--- config.mk ---
export PLATFORM = sky130hd
export DESIGN_NAME = bp_fpga_host_uart
export DESIGN_NICKNAME = d
export VERILOG_FILES = /design/src/rtl/bp_fpga_host_uart.sv
export SDC_FILE = /design/constraint.sdc
export NUM_CORES = 1
export LEC_CHECK = 0
export BUFFER_PORTS_ARGS = -buffer_cell sky130_fd_sc_hd__buf_4
export CAP_MARGIN = 5
export CORE_ASPECT_RATIO = 0.5
export CORE_UTILIZATION = 61
export CTS_CLUSTER_DIAMETER = 120
export DETAILED_ROUTE_END_ITERATION = 6
export PLACE_DENSITY = 0.9
export SLEW_MARGIN = 10
export SYNTH_ARGS = -nofsm -noshare
export SYNTH_HDL_FRONTEND = slang
export SYNTH_SLANG_ARGS = --single-unit
--- constraint.sdc ---
create_clock -name clk_i -period 2.4 [get_ports clk_i]
set_clock_uncertainty 0.1 [all_clocks]
set_input_delay 0.24 -clock clk_i [delete_from_list [all_inputs] [get_ports clk_i]]
set_output_delay 0.24 -clock clk_i [all_outputs]
set_load 0.005 [all_outputs]
--- src/rtl/bp_fpga_host_uart.sv ---
// Host-side UART: FSM transmitter, oversampled FSM receiver with an RX FIFO,
// and sticky parity / framing / overflow error flags.
module bp_fpga_host_uart #(
  parameter int clk_per_bit_p = 10416,
  parameter int data_bits_p   = 8,
  parameter int parity_bit_p  = 0,
  parameter int parity_odd_p  = 0,
  parameter int stop_bits_p   = 1,
  parameter int rx_fifo_els_p = 4
) (
  input  logic                   clk_i,
  input  logic                   reset_n_i,
  input  logic [data_bits_p-1:0] tx_data_i,
  input  logic                   tx_v_i,
  output logic                   tx_ready_and_o,
  output logic                   tx_o,
  input  logic                   rx_i,
  output logic [data_bits_p-1:0] rx_data_o,
  output logic                   rx_v_o,
  input  logic                   rx_yumi_i,
  output logic                   parity_err_o,
  output logic                   frame_err_o,
  output logic                   overflow_o,
  input  logic                   err_clear_i
);

  localparam int cnt_w  = $clog2(clk_per_bit_p);
  localparam int idx_w  = $clog2(data_bits_p);
  localparam int ptr_w  = $clog2(rx_fifo_els_p);
  localparam int fcnt_w = $clog2(rx_fifo_els_p + 1);

  localparam logic             odd_l       = (parity_odd_p != 0);
  localparam logic             par_en_l    = (parity_bit_p != 0);
  localparam logic [cnt_w-1:0] bit_last_l  = cnt_w'(clk_per_bit_p - 1);
  localparam logic [cnt_w-1:0] half_last_l = cnt_w'(clk_per_bit_p / 2 - 1);
  localparam logic [idx_w-1:0] data_last_l = idx_w'(data_bits_p - 1);
  localparam logic [idx_w-1:0] stop_last_l = idx_w'(stop_bits_p - 1);
  localparam logic [ptr_w-1:0] ptr_last_l  = ptr_w'(rx_fifo_els_p - 1);

  typedef enum logic [2:0] {IDLE, START, DATA, PARITY, STOP} state_e;

  state_e                 tx_state, tx_state_n;
  logic [cnt_w-1:0]       tx_cnt, tx_cnt_n;
  logic [idx_w-1:0]       tx_idx, tx_idx_n;
  logic [data_bits_p-1:0] tx_shift, tx_shift_n;
  logic                   tx_par, tx_par_n;
  logic                   tx_armed;
  logic                   tx_bit_done;

  // tx_armed keeps ready low during reset and raises it on the first edge after.
  always_ff @(posedge clk_i or negedge reset_n_i) begin
    if (!reset_n_i) begin
      tx_state <= IDLE;
      tx_cnt   <= '0;
      tx_idx   <= '0;
      tx_shift <= '0;
      tx_par   <= 1'b0;
      tx_armed <= 1'b0;
    end else begin
      tx_state <= tx_state_n;
      tx_cnt   <= tx_cnt_n;
      tx_idx   <= tx_idx_n;
      tx_shift <= tx_shift_n;
      tx_par   <= tx_par_n;
      tx_armed <= 1'b1;
    end
  end

  assign tx_ready_and_o = tx_armed & (tx_state == IDLE);
  assign tx_bit_done    = (tx_cnt == bit_last_l);

  always_comb begin
    tx_state_n = tx_state;
    tx_cnt_n   = tx_cnt;
    tx_idx_n   = tx_idx;
    tx_shift_n = tx_shift;
    tx_par_n   = tx_par;
    tx_o       = 1'b1;
    if (tx_state != IDLE) tx_cnt_n = tx_bit_done ? '0 : tx_cnt + 1'b1;
    case (tx_state)
      IDLE: begin
        tx_cnt_n = '0;
        if (tx_v_i && tx_ready_and_o) begin
          tx_state_n = START;
          tx_shift_n = tx_data_i;
          tx_par_n   = (^tx_data_i) ^ odd_l;
        end
      end
      START: begin
        tx_o = 1'b0;
        if (tx_bit_done) begin
          tx_state_n = DATA;
          tx_idx_n   = '0;
        end
      end
      DATA: begin
        tx_o = tx_shift[0];
        if (tx_bit_done) begin
          tx_shift_n = tx_shift >> 1;
          if (tx_idx == data_last_l) begin
            tx_state_n = par_en_l ? PARITY : STOP;
            tx_idx_n   = '0;
          end else begin
            tx_idx_n = tx_idx + 1'b1;
          end
        end
      end
      PARITY: begin
        tx_o = tx_par;
        if (tx_bit_done) begin
          tx_state_n = STOP;
          tx_idx_n   = '0;
        end
      end
      STOP: begin
        if (tx_bit_done) begin
          if (tx_idx == stop_last_l) tx_state_n = IDLE;
          else tx_idx_n = tx_idx + 1'b1;
        end
      end
      default: tx_state_n = IDLE;
    endcase
  end

  logic [1:0] rx_sync;
  logic       rx_s, rx_prev;

  always_ff @(posedge clk_i or negedge reset_n_i) begin
    if (!reset_n_i) begin
      rx_sync <= 2'b11;
      rx_prev <= 1'b1;
    end else begin
      rx_sync <= {rx_sync[0], rx_i};
      rx_prev <= rx_s;
    end
  end

  assign rx_s = rx_sync[1];

  state_e                 rx_state, rx_state_n;
  logic [cnt_w-1:0]       rx_cnt, rx_cnt_n;
  logic [idx_w-1:0]       rx_idx, rx_idx_n;
  logic [data_bits_p-1:0] rx_shift, rx_shift_n;
  logic                   rx_par_bad, rx_par_bad_n;
  logic                   rx_stop_bad, rx_stop_bad_n;
  logic                   rx_push, rx_push_n;
  logic                   rx_perr_ev, rx_perr_ev_n;
  logic                   rx_ferr_ev, rx_ferr_ev_n;
  logic                   rx_sample;

  always_ff @(posedge clk_i or negedge reset_n_i) begin
    if (!reset_n_i) begin
      rx_state    <= IDLE;
      rx_cnt      <= '0;
      rx_idx      <= '0;
      rx_shift    <= '0;
      rx_par_bad  <= 1'b0;
      rx_stop_bad <= 1'b0;
      rx_push     <= 1'b0;
      rx_perr_ev  <= 1'b0;
      rx_ferr_ev  <= 1'b0;
    end else begin
      rx_state    <= rx_state_n;
      rx_cnt      <= rx_cnt_n;
      rx_idx      <= rx_idx_n;
      rx_shift    <= rx_shift_n;
      rx_par_bad  <= rx_par_bad_n;
      rx_stop_bad <= rx_stop_bad_n;
      rx_push     <= rx_push_n;
      rx_perr_ev  <= rx_perr_ev_n;
      rx_ferr_ev  <= rx_ferr_ev_n;
    end
  end

  // Start bit is checked at half a bit; every later bit one full bit after that.
  assign rx_sample = (rx_state == START) ? (rx_cnt == half_last_l) : (rx_cnt == bit_last_l);

  always_comb begin
    rx_state_n    = rx_state;
    rx_cnt_n      = rx_sample ? '0 : rx_cnt + 1'b1;
    rx_idx_n      = rx_idx;
    rx_shift_n    = rx_shift;
    rx_par_bad_n  = rx_par_bad;
    rx_stop_bad_n = rx_stop_bad;
    rx_push_n     = 1'b0;
    rx_perr_ev_n  = 1'b0;
    rx_ferr_ev_n  = 1'b0;
    case (rx_state)
      IDLE: begin
        rx_cnt_n = '0;
        if (rx_prev && !rx_s) begin
          rx_state_n    = START;
          rx_par_bad_n  = 1'b0;
          rx_stop_bad_n = 1'b0;
        end
      end
      START: begin
        if (rx_sample) begin
          rx_state_n = rx_s ? IDLE : DATA;
          rx_idx_n   = '0;
        end
      end
      DATA: begin
        if (rx_sample) begin
          rx_shift_n = {rx_s, rx_shift[data_bits_p-1:1]};
          if (rx_idx == data_last_l) begin
            rx_state_n = par_en_l ? PARITY : STOP;
            rx_idx_n   = '0;
          end else begin
            rx_idx_n = rx_idx + 1'b1;
          end
        end
      end
      PARITY: begin
        if (rx_sample) begin
          rx_par_bad_n = (^rx_shift) ^ odd_l ^ rx_s;
          rx_state_n   = STOP;
          rx_idx_n     = '0;
        end
      end
      STOP: begin
        if (rx_sample) begin
          rx_stop_bad_n = rx_stop_bad | ~rx_s;
          if (rx_idx == stop_last_l) begin
            rx_state_n   = IDLE;
            rx_push_n    = ~rx_par_bad & ~rx_stop_bad_n;
            rx_perr_ev_n = rx_par_bad;
            rx_ferr_ev_n = rx_stop_bad_n;
          end else begin
            rx_idx_n = rx_idx + 1'b1;
          end
        end
      end
      default: rx_state_n = IDLE;
    endcase
  end

  logic [data_bits_p-1:0] fifo_mem [rx_fifo_els_p];
  logic [ptr_w-1:0]       rd_ptr, wr_ptr;
  logic [fcnt_w-1:0]      fifo_cnt;
  logic                   fifo_full, fifo_pop, fifo_push;

  assign fifo_full = (fifo_cnt == fcnt_w'(rx_fifo_els_p));
  assign fifo_pop  = rx_yumi_i & rx_v_o;
  assign fifo_push = rx_push & (~fifo_full | fifo_pop);
  assign rx_v_o    = (fifo_cnt != '0);
  assign rx_data_o = fifo_mem[rd_ptr];

  // rx_shift is stable in IDLE, so it serves directly as the enqueue data.
  always_ff @(posedge clk_i) begin
    if (fifo_push) fifo_mem[wr_ptr] <= rx_shift;
  end

  always_ff @(posedge clk_i or negedge reset_n_i) begin
    if (!reset_n_i) begin
      rd_ptr   <= '0;
      wr_ptr   <= '0;
      fifo_cnt <= '0;
    end else begin
      if (fifo_push) wr_ptr <= (wr_ptr == ptr_last_l) ? '0 : wr_ptr + 1'b1;
      if (fifo_pop)  rd_ptr <= (rd_ptr == ptr_last_l) ? '0 : rd_ptr + 1'b1;
      case ({fifo_push, fifo_pop})
        2'b10:   fifo_cnt <= fifo_cnt + 1'b1;
        2'b01:   fifo_cnt <= fifo_cnt - 1'b1;
        default: fifo_cnt <= fifo_cnt;
      endcase
    end
  end

  // A set event wins over a simultaneous clear.
  always_ff @(posedge clk_i or negedge reset_n_i) begin
    if (!reset_n_i) begin
      parity_err_o <= 1'b0;
      frame_err_o  <= 1'b0;
      overflow_o   <= 1'b0;
    end else begin
      parity_err_o <= (parity_err_o & ~err_clear_i) | rx_perr_ev;
      frame_err_o  <= (frame_err_o & ~err_clear_i) | rx_ferr_ev;
      overflow_o   <= (overflow_o & ~err_clear_i) | (rx_push & fifo_full & ~fifo_pop);
    end
  end

endmodule
* Yosys cells after proc, flatten, opt, wreduce, memory -nomap -nowiden
Memories as Yosys holds them, arrays and structs flattened.
Index checks and enable logic that the tools add are counted.
** Operators by class
- Add/subtract/negate cells :: 8
- Eq/ne operators :: 36
- Muxes and demuxes :: 58
- Bitwise operators :: 21
- Reduce and logical (&&, ||, !) cells :: 29
** Operators with widths (number)
- $mux 3 :: 24
- $mux 14 :: 5
- $ne 2x2->1 const B :: 15
- $pmux 3 s5 :: 2
- $add 14x1->14 const B :: 2
- $eq 14x14->1 const B :: 2
- $pmux 3 s3 :: 2
- $mux 8 :: 2
- $pmux 8 s2 :: 1
- $reduce_xor 8->1 :: 2
- $eq 3x3->1 const B :: 5
- $mux 1 :: 15
- $eq 14x13->1 const B :: 1
- $reduce_and 7->1 :: 2
- $eq 3x2->1 const B :: 4
- $logic_not 3->1 :: 4
- $reduce_bool 3->1 :: 4
- $reduce_and 5->1 :: 2
- $reduce_bool 2->1 :: 5
- $add 3x1->3 const B :: 3
- $and 1x1->1 :: 9
- $reduce_and 3->1 :: 3
- $eq 2x2->1 const B :: 3
- $eq 3x1->1 const B :: 2
- 15 further kinds :: 33
** Word-level totals
- Bits in registers :: 76
- RAM bits :: 32
- Output and inout bits :: 14
- Logic and storage cells :: 176
- Memories :: 1
** Memory list
- fifo_mem :: depth 4, width 8, rd ports 1, clocked after Yosys merged registers in 0, wr ports 1, line 238 : logic [data_bits_p-1:0] fifo_mem [rx_fifo_els_p];

* Depth between registers and ports, before layout
Gate-level depths: netlist (run 1).
- Depth after elaboration :: 7
- Depth in mapped cells :: 9
- Gate-level depth less buffers :: 9

* Least setup slack after synthesis (run 1)
OpenSTA, ideal clock, no wires.
- Path type :: reg2reg
- Start point :: register tx_cnt[6]
- End point :: register tx_shift[4]
- Library setup time :: 0.073 ns
- Arrival time :: 1.986 ns
- Required time :: 2.227 ns
- Setup slack :: 0.241 ns
- Cell stages (with the launch flop) :: 7
- Buffers on the path :: 1
- Clock period less this slack :: 2.159 ns
- Cells stage by stage :: dfrtp_1 or4b_1 or4_4 o21ai_4 buf_6 nor2_1 a21oi_2
** Between the ends
- Longest elaborated chain between the ends :: 3
** RTL lines
- start, declared :: line 43 : logic [cnt_w-1:0] tx_cnt, tx_cnt_n;
- start signal, assigned :: line 61 : tx_cnt <= tx_cnt_n;
- $eq 14x14->1 :: line 70 : assign tx_bit_done = (tx_cnt == bit_last_l);
- $ne 2x2->1 (no line)
- $reduce_and 3->1 (no line)
- end signal, assigned :: line 63 : tx_shift <= tx_shift_n;
- end, declared :: line 45 : logic [data_bits_p-1:0] tx_shift, tx_shift_n;
No other way between the ends.
A chain may end at the register's enable or synchronous reset.

* Worst setup path after layout (run 1)
- Start point :: register tx_cnt[6]
- End point :: register tx_shift[1]
The elaborated chain is that of the path after synthesis.

==> results of run 1 <==
## Yosys cell counts, types with 5 or more instances
cell type,instances
nor2b_1,5
and2_1,6
nor2_1,47
nand2_1,19
mux2_2,11
nand2b_1,5
inv_1,20
nand3_1,13
a21oi_1,13
ha_1,14
xor2_1,17
xnor2_1,23
dfrtp_1,73
mux2i_1,13
o21ai_0,17
edfxtp_1,32
clkbuf_1,8
or3_1,5
mux4_2,8
## layer usage
layer / vias up / track usage
li1: 1529 / -
met4: 0 / 0.100
met5: - / 0
met2: 94 / 0.447
met1: 1623 / 0.306
met3: 19 / 0.0639
## state kept, by name, summed over array words and instances, names as in the netlist, 3 cells and up
name      cells
rx_cnt       14
tx_idx        3
fifo_mem     32
rx_idx        3
rx_shift      8
fifo_cnt      3
tx_shift      8
rx_state      3
tx_state      3
tx_cnt       14
## stage by stage
| step | std cells | TNS, ns |
|---|---|---|
| 3_3_place_gp | 546 | 0 |
| 5_1_grt | 565 | -0.0224 |
| 6_report | 565 | 0 |
| 4_1_cts | 564 | 0 |
| 3_5_place_dp | 546 | 0 |
| 2_1_floorplan | 413 | 0 |
## final timing paths
path | startpoint | endpoint | slack [ns] | cells past startpoint
worst max-delay path | tx_cnt[6] | tx_shift[1] | 0.05 | 6
max in group asynchronous | reset_n_i | rx_prev | 1.51 | 3
worst min register to register | rx_sync[0] | rx_sync[1] | 0.27 | 0
worst min-delay path | tx_data_i[7] | tx_shift[7] | 0.1 | 3
min in group asynchronous | reset_n_i | tx_idx[1] | 0.34 | 3
worst max register to register | tx_cnt[6] | tx_shift[1] | 0.05 | 6
## where the power goes
group / switching (W) / internal [W]
combinational: 0.000244 / 0.000252
clock: 0.000678 / 0.000721
sequential: 0.000176 / 0.00199
## area by class of cell
type | instances | area share
multi-input cells | 271 | 0.353
clock buffers | 9 | 0.0393
well taps | 108 | 0.0236
clock inverters | 7 | 0.0103
flip-flops and latches | 108 | 0.501
repair buffers | 42 | 0.0602
inverters | 20 | 0.0131
## worst max-delay path, cell delays in order, from the launching register on
cell     delay [ns]
dfrtp_1        0.43
or4b_1         0.55
or4_4          0.61
o21ai_4        0.23
buf_12         0.16
nor2_1         0.05
a21oi_1        0.14
## cell families after synthesis
| kind of cell | after synthesis |
|---|---|
| and+or+nand+nor | 135 |
| DFF | 108 |
| AOI/OAI and AO/OA | 48 |
| xor gates and xnor gates | 40 |
| buffers and inverters | 34 |
| muxes | 32 |
| adders and majority gates | 15 |
| other | 1 |
## repair_timing
item | in CTS | in global routing
setup buffers | 0 | 1
endpoints found under the setup margin | 3 | 13
resized for setup | 1 | 6
hold buffers | 2 | 0
endpoints found under the hold margin | 74 | 0
pin swaps | 1 | 4
==> flow_summary.json, run 1 <==
{
  "global_route.usage.total": 0.255,
  "top_layer_used": "met4",
  "combinational_family_with_the_most_area_after_synthesis": "simple AND/OR/NAND/NOR gates",
  "number_of_antenna_violations_at_the_first_check_in_global_routing": 0,
  "drc": 0,
  "worst_hold_path_type": "in2reg",
  "synth_flop_cell": "dfrtp_1",
  "placeableCoreArea_um2": 7620,
  "num-fill-cells": 421,
  "regArea_um2": 2870,
  "worst_setup_hold_path_clk_slew_ns": 0.07,
  "routed_wire_length_per_instance_um": 17.9,
  "layout.cells.most_common_list": "71 x dfrtp_1, 47 x nor2_1, 38 x buf_4",
  "gr-total-overflow": 0,
  "postLayoutSetupSlackWorst_ns": 0.0470,
  "synth_nets": 442,
  "yosys_warnings": 0,
  "crit_path_start_kind": "flop",
  "fin_area_um2": 5730,
  "postLayoutCoreUtil": 0.752,
  "finalSetupViolCount": 0,
  "synthDominantCellAreaShare": 0.365,
  "final_estimated_routing_congestion_in_global_placement": 0.844,
  "cts_max_level": 3,
  "ant_nets": 0,
  "worst_slew_margin_rel": 0.599,
  "synth_compound_gate_area_share": 0.0602,
  "post_synth_mux_area_share": 0.0867,
  "tightest_slew_ns": 0.602,
  "cts_tree": "yes",
  "hold-worst-slack_ns": 0.0988,
  "number_of_flops_mapped_to_enable_cells_by_yosys": 32,
  "grt_first_pass_wirelength_um": 16000,
  "synth_top_cell_by_area": "dfrtp_1",
  "final_layout_size_suffix_gt1_frac": 0.204,
  "clock_insertion_delay_worst_skew_ns": 0.35,
  "finalPower_w": 0.00406,
  "final.period_utilization": 0.980,
  "report.final.slew_viol_count": 0,
  "synthTopCellsByArea": "dfrtp_1 36%, edfxtp_1 19%, xnor2_1 4.0%",
  "initial_util": 0.657,
  "syn_area_per_cell_um2": 12.1,
  "dp_hpwl_um": 6050,
  "avgViaCountPerCell": 5.78,
  "p_leak_nw": 2.55,
  "crit_path_end_kind": "flop",
  "drt_wl_total_um": 10100,
  "cts.sink_count": 108,
  "vdd_drop_max_mv": 0.524,
  "cp.arrival_ns": 2.52,
  "simple_logic_cell_fraction_of_the_synthesized_area": 0.142,
  "chip_width_um": 130,
  "post-place-ws_ns": 0.0840,
  "placement.io_buffers": 27,
  "multi_input_comb_area_um2": 2020,
  "detailed_place.area_um2": 5380,
  "power.density_nw_per_um2": 708,
  "status": "finished, final reports clean",
  "area_delta_synth_final_pct": 14.4,
  "syn_inst": 413,
  "insertedDiodeCount": 0,
  "layout_commonest_cell": "dfrtp_1",
  "first_iter_violations": 206,
  "timing_hold_violations_final": 0,
  "post_synth_fa_ha_maj_area_fraction": 0.0390,
  "routedLengthMet1_um": 4260,
  "met3_wirelength_um": 392,
  "drt_first_pass_iters": 4,
  "via_count_of_the_first_global_routing_pass": 3225,
  "cp_max_fo": 13,
  "period_minus_slack_ns": 2.35,
  "die_area_um2": 8600,
  "tritoncts_buffer_count": 9,
  "met2_length_um": 5240,
  "netlist-cell-type-count": 52,
  "synth_xor_area_frac": 0.0699,
  "die_height_um": 66.1,
  "layout.nets": 481,
  "ys_seq_area_frac": 0.572,
  "fp-row-count": 22,
  "clockBufferDepth": 2,
  "via_count": 3265,
  "yosys_register_bits": 108,
  "top_achievable_clock_speed_mhz": 425,
  "design.portCount": 28,
  "cts_root_buffer": "clkbuf_16",
  "post_synth_instance_area_um2": 5010,
  "required_ns": 2.57,
  "worst-setup-path-type": "reg2reg",
  "grt_max_degree": 77,
  "ys_async_sr_fraction": 0.704,
  "max_cap_viol_count": 0
}
(Power assumes the default switching activity.)
==> run 2: changes to the inputs <==
- CORE_UTILIZATION: 61 -> 65
- GPL_ROUTABILITY_DRIVEN: not set -> 0
- PLACE_DENSITY: 0.9 -> 0.94
- SLEW_MARGIN: 10 -> not set
- clock period: 2.4 -> 2.81 ns (I/O delays scaled with it)
==> run 2 against run 1 <==
  * The run now ends with negative hold slack left
  * Clock power down 11%
  * Utilization up 0.44 points
  * Highest routed layer unchanged
  * Critical path depth down 1
  * Critical endpoint is now rx_shift[5]
  * Critical path type unchanged
  * Sequential share of layout area up 1.1 points
  * Fmax down 1.7%
  * Final cell count down 3.9%
  * First-iteration DRC count down 12%
  * Worst hold slack worse by 0.13 ns
==> flow_summary.json, run 2 (synthesis results as in run 1) <==
{
  "worst_hold_path_type": "in2async",
  "layout.cells.most_common_list": "73 x dfrtp_1, 47 x nor2_1, 32 x edfxtp_1",
  "fp-row-count": 22,
  "num-fill-cells": 440,
  "worst-setup-path-type": "reg2reg",
  "fin_area_um2": 5600,
  "tightest_slew_ns": 0.939,
  "drc": 0,
  "clockBufferDepth": 2,
  "drt_wl_total_um": 9050,
  "first_iter_violations": 181,
  "chip_width_um": 126,
  "multi_input_comb_area_um2": 2000,
  "die_area_um2": 8080,
  "dp_hpwl_um": 5800,
  "layout.nets": 471,
  "global_route.usage.total": 0.255,
  "met2_length_um": 4670,
  "worst_r2r_path_depth": 5,
  "largest_register": "fifo_mem",
  "met3_wirelength_um": 371,
  "cts.sink_count": 108,
  "grt_max_degree": 77,
  "placeableCoreArea_um2": 7400,
  "timing.critical_path.max_delay_family": "simple AND/OR/NAND/NOR gates",
  "design.portCount": 28,
  "setup_total_negative_slack_ns": 0,
  "numPlacedInstances": 526,
  "final.period_utilization": 0.852,
  "finalSetupViolCount": 0,
  "critical-path-max-stage-delay_ns": 0.69,
  "ant_nets": 0,
  "max_cap_viol_count": 0,
  "largest_register_ff_count": 32,
  "gr-total-overflow": 0,
  "timing.rr.end": "rx_shift[5]",
  "number_of_antenna_violations_at_the_first_check_in_global_routing": 0,
  "required_ns": 2.94,
  "detailed_place.area_um2": 5290,
  "avgViaCountPerCell": 5.76,
  "power.density_nw_per_um2": 618,
  "cp.arrival_ns": 2.52,
  "critical_path.slowest_cell": "or4b_1",
  "insertedDiodeCount": 0,
  "crit_path_end_kind": "flop",
  "via_count": 3126,
  "cts_root_buffer": "clkbuf_16",
  "rsz_0062_raised_after_global_routing": "false",
  "grt_first_pass_wirelength_um": 15400,
  "area_delta_synth_final_pct": 11.8,
  "via_count_of_the_first_global_routing_pass": 3214,
  "cts_max_level": 3,
  "crit_path_start_kind": "flop",
  "routedLengthMet1_um": 3860,
  "status": "finished, violations left",
  "cts_tree": "yes",
  "period_minus_slack_ns": 2.39,
  "timing_hold_violations_final": 44,
  "path_cells": "nor3b_1 > and4_1 > o21ai_1 > or4b_1 > mux2_2",
  "cp_max_fo": 10,
  "reg.largest.list": "fifo_mem x32, rx_cnt x14, tx_cnt x14",
  "number_of_setup_buffers_added_after_cts": 0,
  "fin_cells": 543,
  "worstPathBufferInverterCount": 0,
  "clock_insertion_delay_worst_skew_ns": 0.35,
  "post_cts_resize_count": 0,
  "top_layer_used": "met4",
  "final_layout_size_suffix_gt1_frac": 0.170,
  "drt_first_pass_iters": 4,
  "p_leak_nw": 2.49,
  "initial_util": 0.677,
  "hold-worst-slack_ns": -0.0301,
  "failing_checks": "negative hold slack",
  "die_height_um": 64.1,
  "routed_wire_length_per_instance_um": 16.7,
  "regArea_um2": 2870,
  "timing.rr.start": "rx_state[0]",
  "reg_to_reg_setup_timing_slack_ns": 0.42,
  "vdd_drop_max_mv": 0.372,
  "report.final.slew_viol_count": 0,
  "worst_slew_margin_rel": 0.374,
  "tritoncts_buffer_count": 9,
  "layout_commonest_cell": "dfrtp_1",
  "ctsHoldBuffers": 1,
  "worst_setup_hold_path_clk_slew_ns": 0.07,
  "top_achievable_clock_speed_mhz": 418,
  "placement.io_buffers": 27
}
run 2: cell count changes in the layout (fill, tap and decap cells not counted), moves of 2 or more:
cell and delta:
buf_4 -7, buf_12 -2, clkinv_1 +2, dfrtp_1 +2, dfrtp_2 -2, inv_8 -2
run 2: area by class of cell:
cell class              count  area share
flip-flops and latches    108       0.512
multi-input cells         271       0.357
repair buffers             32      0.0434
clock buffers               9      0.0402
well taps                  96      0.0215
inverters                  20      0.0134
clock inverters             7      0.0130
run 2: through the flow:
| step | total power (W) | setup slack, ns | hold WS [ns] | utilization |
|---|---|---|---|---|
| after global routing | 0.00361 | 0.212 | 0.0382 | 0.756 |
| after CTS | 0.00348 | 0.409 | 0.000943 | 0.756 |
| after global placement | 0.00220 | 0.536 | 0.260 | 0.715 |
| final | 0.00346 | 0.416 | -0.0301 | 0.756 |
| after detailed placement | 0.00223 | 0.471 | 0.260 | 0.715 |
| after floorplan | 0.00211 | 0.651 | -0.115 | - |
run 2: where the power goes:
part           total (W)  internal, W  switching (W)
sequential       0.00183      0.00169       0.000135
combinational   0.000377     0.000198       0.000179
clock            0.00125     0.000694       0.000558
run 2: worst register-to-register path, delay by kind of cell, from the launching register on:
kind               cells  cell delay, ns
and+or+nand+nor        3            1.21
DFF                    1            0.51
muxes                  1            0.37
AOI/OAI and AO/OA      1            0.08
run 2: routing by layer:
layer / vias up / GRT usage
met1: 1554 / 0.298
met2: 49 / 0.459
li1: 1507 / -
met4: 0 / 0.0648
met5: - / 0
met3: 16 / 0.0846
run 2: worst max path at each step:
stage | start | endpoint | slack (ns) | depth (start not counted)
global route | fifo_cnt[0] | fifo_cnt[2] | 0.21 | 9
detailed placement | tx_cnt[6] | tx_shift[4] | 0.47 | 5
CTS | fifo_cnt[0] | fifo_cnt[2] | 0.41 | 9
global placement | fifo_cnt[0] | fifo_cnt[2] | 0.54 | 9
finish | rx_state[0] | rx_shift[5] | 0.42 | 5
floorplan | tx_cnt[6] | tx_shift[4] | 0.65 | 6
==> run 3: changes to the inputs <==
- CORE_UTILIZATION: 65 -> 30
- PLACE_DENSITY: 0.94 -> 0.55
==> run 3 against run 2 <==
  * The flow still finishes with violations (negative hold slack)
  * Clock-buffer cell count stayed put
  * Routed wire length is 8.5% lower
  * Non-clock buffer count is 1 higher
  * First-iteration DRC count is 35% lower
  * Worst setup slack better by 0.050 ns
  * Fmax is 2.1% higher
  * Sequential power hardly changed
  * Cell area is 2.9% higher
  * Largest cell class unchanged
  * Register-to-register slack better by 0.05 ns
  * Worst hold slack worse by 0.0020 ns
  * Critical endpoint is now tx_cnt[6]
  * Via count is 3.2% lower
  * Combinational power is 5.6% lower
==> flow_summary.json, run 3 (synthesis results as in run 1) <==
{
  "reg_to_reg_setup_timing_slack_ns": 0.47,
  "finalSetupViolCount": 0,
  "worst_slew_margin_rel": 0.346,
  "critical-path-max-stage-delay_ns": 0.60,
  "fp-row-count": 32,
  "timing_hold_violations_final": 7,
  "initial_util": 0.316,
  "placement.io_buffers": 27,
  "layout.nets": 472,
  "drt_first_pass_iters": 4,
  "drc": 0,
  "power.density_nw_per_um2": 594,
  "p_leak_nw": 2.50,
  "global_route.usage.total": 0.106,
  "via_count": 3025,
  "critical_path.slowest_cell": "or4_4",
  "setup_total_negative_slack_ns": 0,
  "number_of_antenna_violations_at_the_first_check_in_global_routing": 0,
  "final_layout_size_suffix_gt1_frac": 0.176,
  "dp_hpwl_um": 5570,
  "largest_register_ff_count": 32,
  "detailed_place.area_um2": 5460,
  "number_of_setup_buffers_added_after_cts": 0,
  "design.portCount": 28,
  "routed_wire_length_per_instance_um": 12.4,
  "layout_commonest_cell": "dfrtp_1",
  "reg.largest.list": "fifo_mem x32, rx_cnt x14, tx_cnt x14",
  "postLayoutSetupSlackWorst_ns": 0.466,
  "cts.sink_count": 108,
  "fin_area_um2": 5760,
  "first_iter_violations": 117,
  "cp-startpoint": "tx_cnt[6]",
  "hold-worst-slack_ns": -0.0321,
  "tritoncts_buffer_count": 9,
  "die_height_um": 93.4,
  "post-place-ws_ns": 0.444,
  "top_achievable_clock_speed_mhz": 427,
  "grt_first_pass_wirelength_um": 14300,
  "cts_tree": "yes",
  "layout.cells.most_common_list": "73 x dfrtp_1, 47 x nor2_1, 32 x edfxtp_1, 32 x buf_4, 23 x xnor2_1",
  "via_count_of_the_first_global_routing_pass": 2996,
  "grt_max_degree": 77,
  "area_delta_synth_final_pct": 15.0,
  "timing.rr.start": "tx_cnt[6]",
  "die_area_um2": 17300,
  "status": "finished, violations left",
  "chip_width_um": 185,
  "tightest_slew_ns": 0.980,
  "num-fill-cells": 1580,
  "rsz_0062_raised_after_global_routing": "false",
  "finalPower_w": 0.00342,
  "failing_checks": "negative hold slack",
  "worst_setup_hold_path_clk_slew_ns": 0.07,
  "required_ns": 2.91,
  "cts_max_level": 3,
  "avgViaCountPerCell": 4.52,
  "ant_nets": 0,
  "crit_path_start_kind": "flop",
  "worstPathBufferInverterCount": 0,
  "crit_path_end_kind": "flop",
  "clock_insertion_delay_worst_skew_ns": 0.35,
  "drt_wl_total_um": 8280,
  "cts_root_buffer": "clkbuf_16",
  "max_cap_viol_count": 0,
  "path_cells": "or4b_1 > or4_4 > nand2b_1 > nor2_1",
  "vdd_drop_max_mv": 0.242,
  "insertedDiodeCount": 0,
  "period_minus_slack_ns": 2.34,
  "cp.arrival_ns": 2.45,
  "worst_hold_path_type": "in2async",
  "placeableCoreArea_um2": 15900,
  "cp_max_fo": 14,
  "timing.critical_path.max_delay_family": "simple AND/OR/NAND/NOR gates",
  "largest_register": "fifo_mem",
  "timing.rr.end": "tx_cnt[6]",
  "worst-setup-path-type": "reg2reg",
  "worst_r2r_path_depth": 4,
  "clockBufferDepth": 2,
  "report.final.slew_viol_count": 0,
  "final.period_utilization": 0.834,
  "gr-total-overflow": 0
}
## run 3: cell count changes in the layout (fill, tap and decap cells not counted), sizes merged
| cell | previous run | this run |
|---|---|---|
| bufinv | 1 | 0 |
| clkinv | 4 | 1 |
| inv | 22 | 25 |
| buf | 31 | 32 |
| clkinvlp | 0 | 1 |
## run 3: final cells by class
cell class	count	area, um2	area share
repair buffers	33	250	0.0434
clock inverters	7	72.6	0.0126
flip-flops and latches	108	2870	0.497
clock buffers	9	225	0.0391
well taps	221	277	0.0480
inverters	20	75.1	0.0130
multi-input cells	271	2000	0.347
## run 3: timing repair
item | CTS | global route
hold endpoints to repair | 1 | 0
hold buffers | 1 | 0
resized for setup | 0 | 0
## run 3: worst max path at each step
stage                       end  slack (ns)  depth (start not counted)
floorplan           tx_shift[4]        0.65                          6
global placement    fifo_cnt[2]        0.46                          9
detailed placement    tx_cnt[8]        0.44                          4
CTS                 fifo_cnt[2]        0.44                          9
global route        fifo_cnt[2]        0.24                          9
finish                tx_cnt[6]        0.47                          4
## run 3: metrics by stage
step / instances / util
after detailed placement: 652 / 0.344
final: 669 / 0.363
after floorplan: 413 / -
after global placement: 652 / 0.344
after global routing: 669 / 0.363
after CTS: 669 / 0.363
## run 3: power breakdown
group / internal [W] / switching [W]
clock network: 0.000631 / 0.000606
logic: 0.000196 / 0.000161
registers: 0.00169 / 0.000135
## run 3: routing by layer
layer  track usage  up-vias  share of wire
met2         0.179       20           0.47
li1              -     1501              -
met4        0.0372        0          0.011
met5             0        -              0
met3        0.0308        6          0.028
met1         0.131     1498           0.49
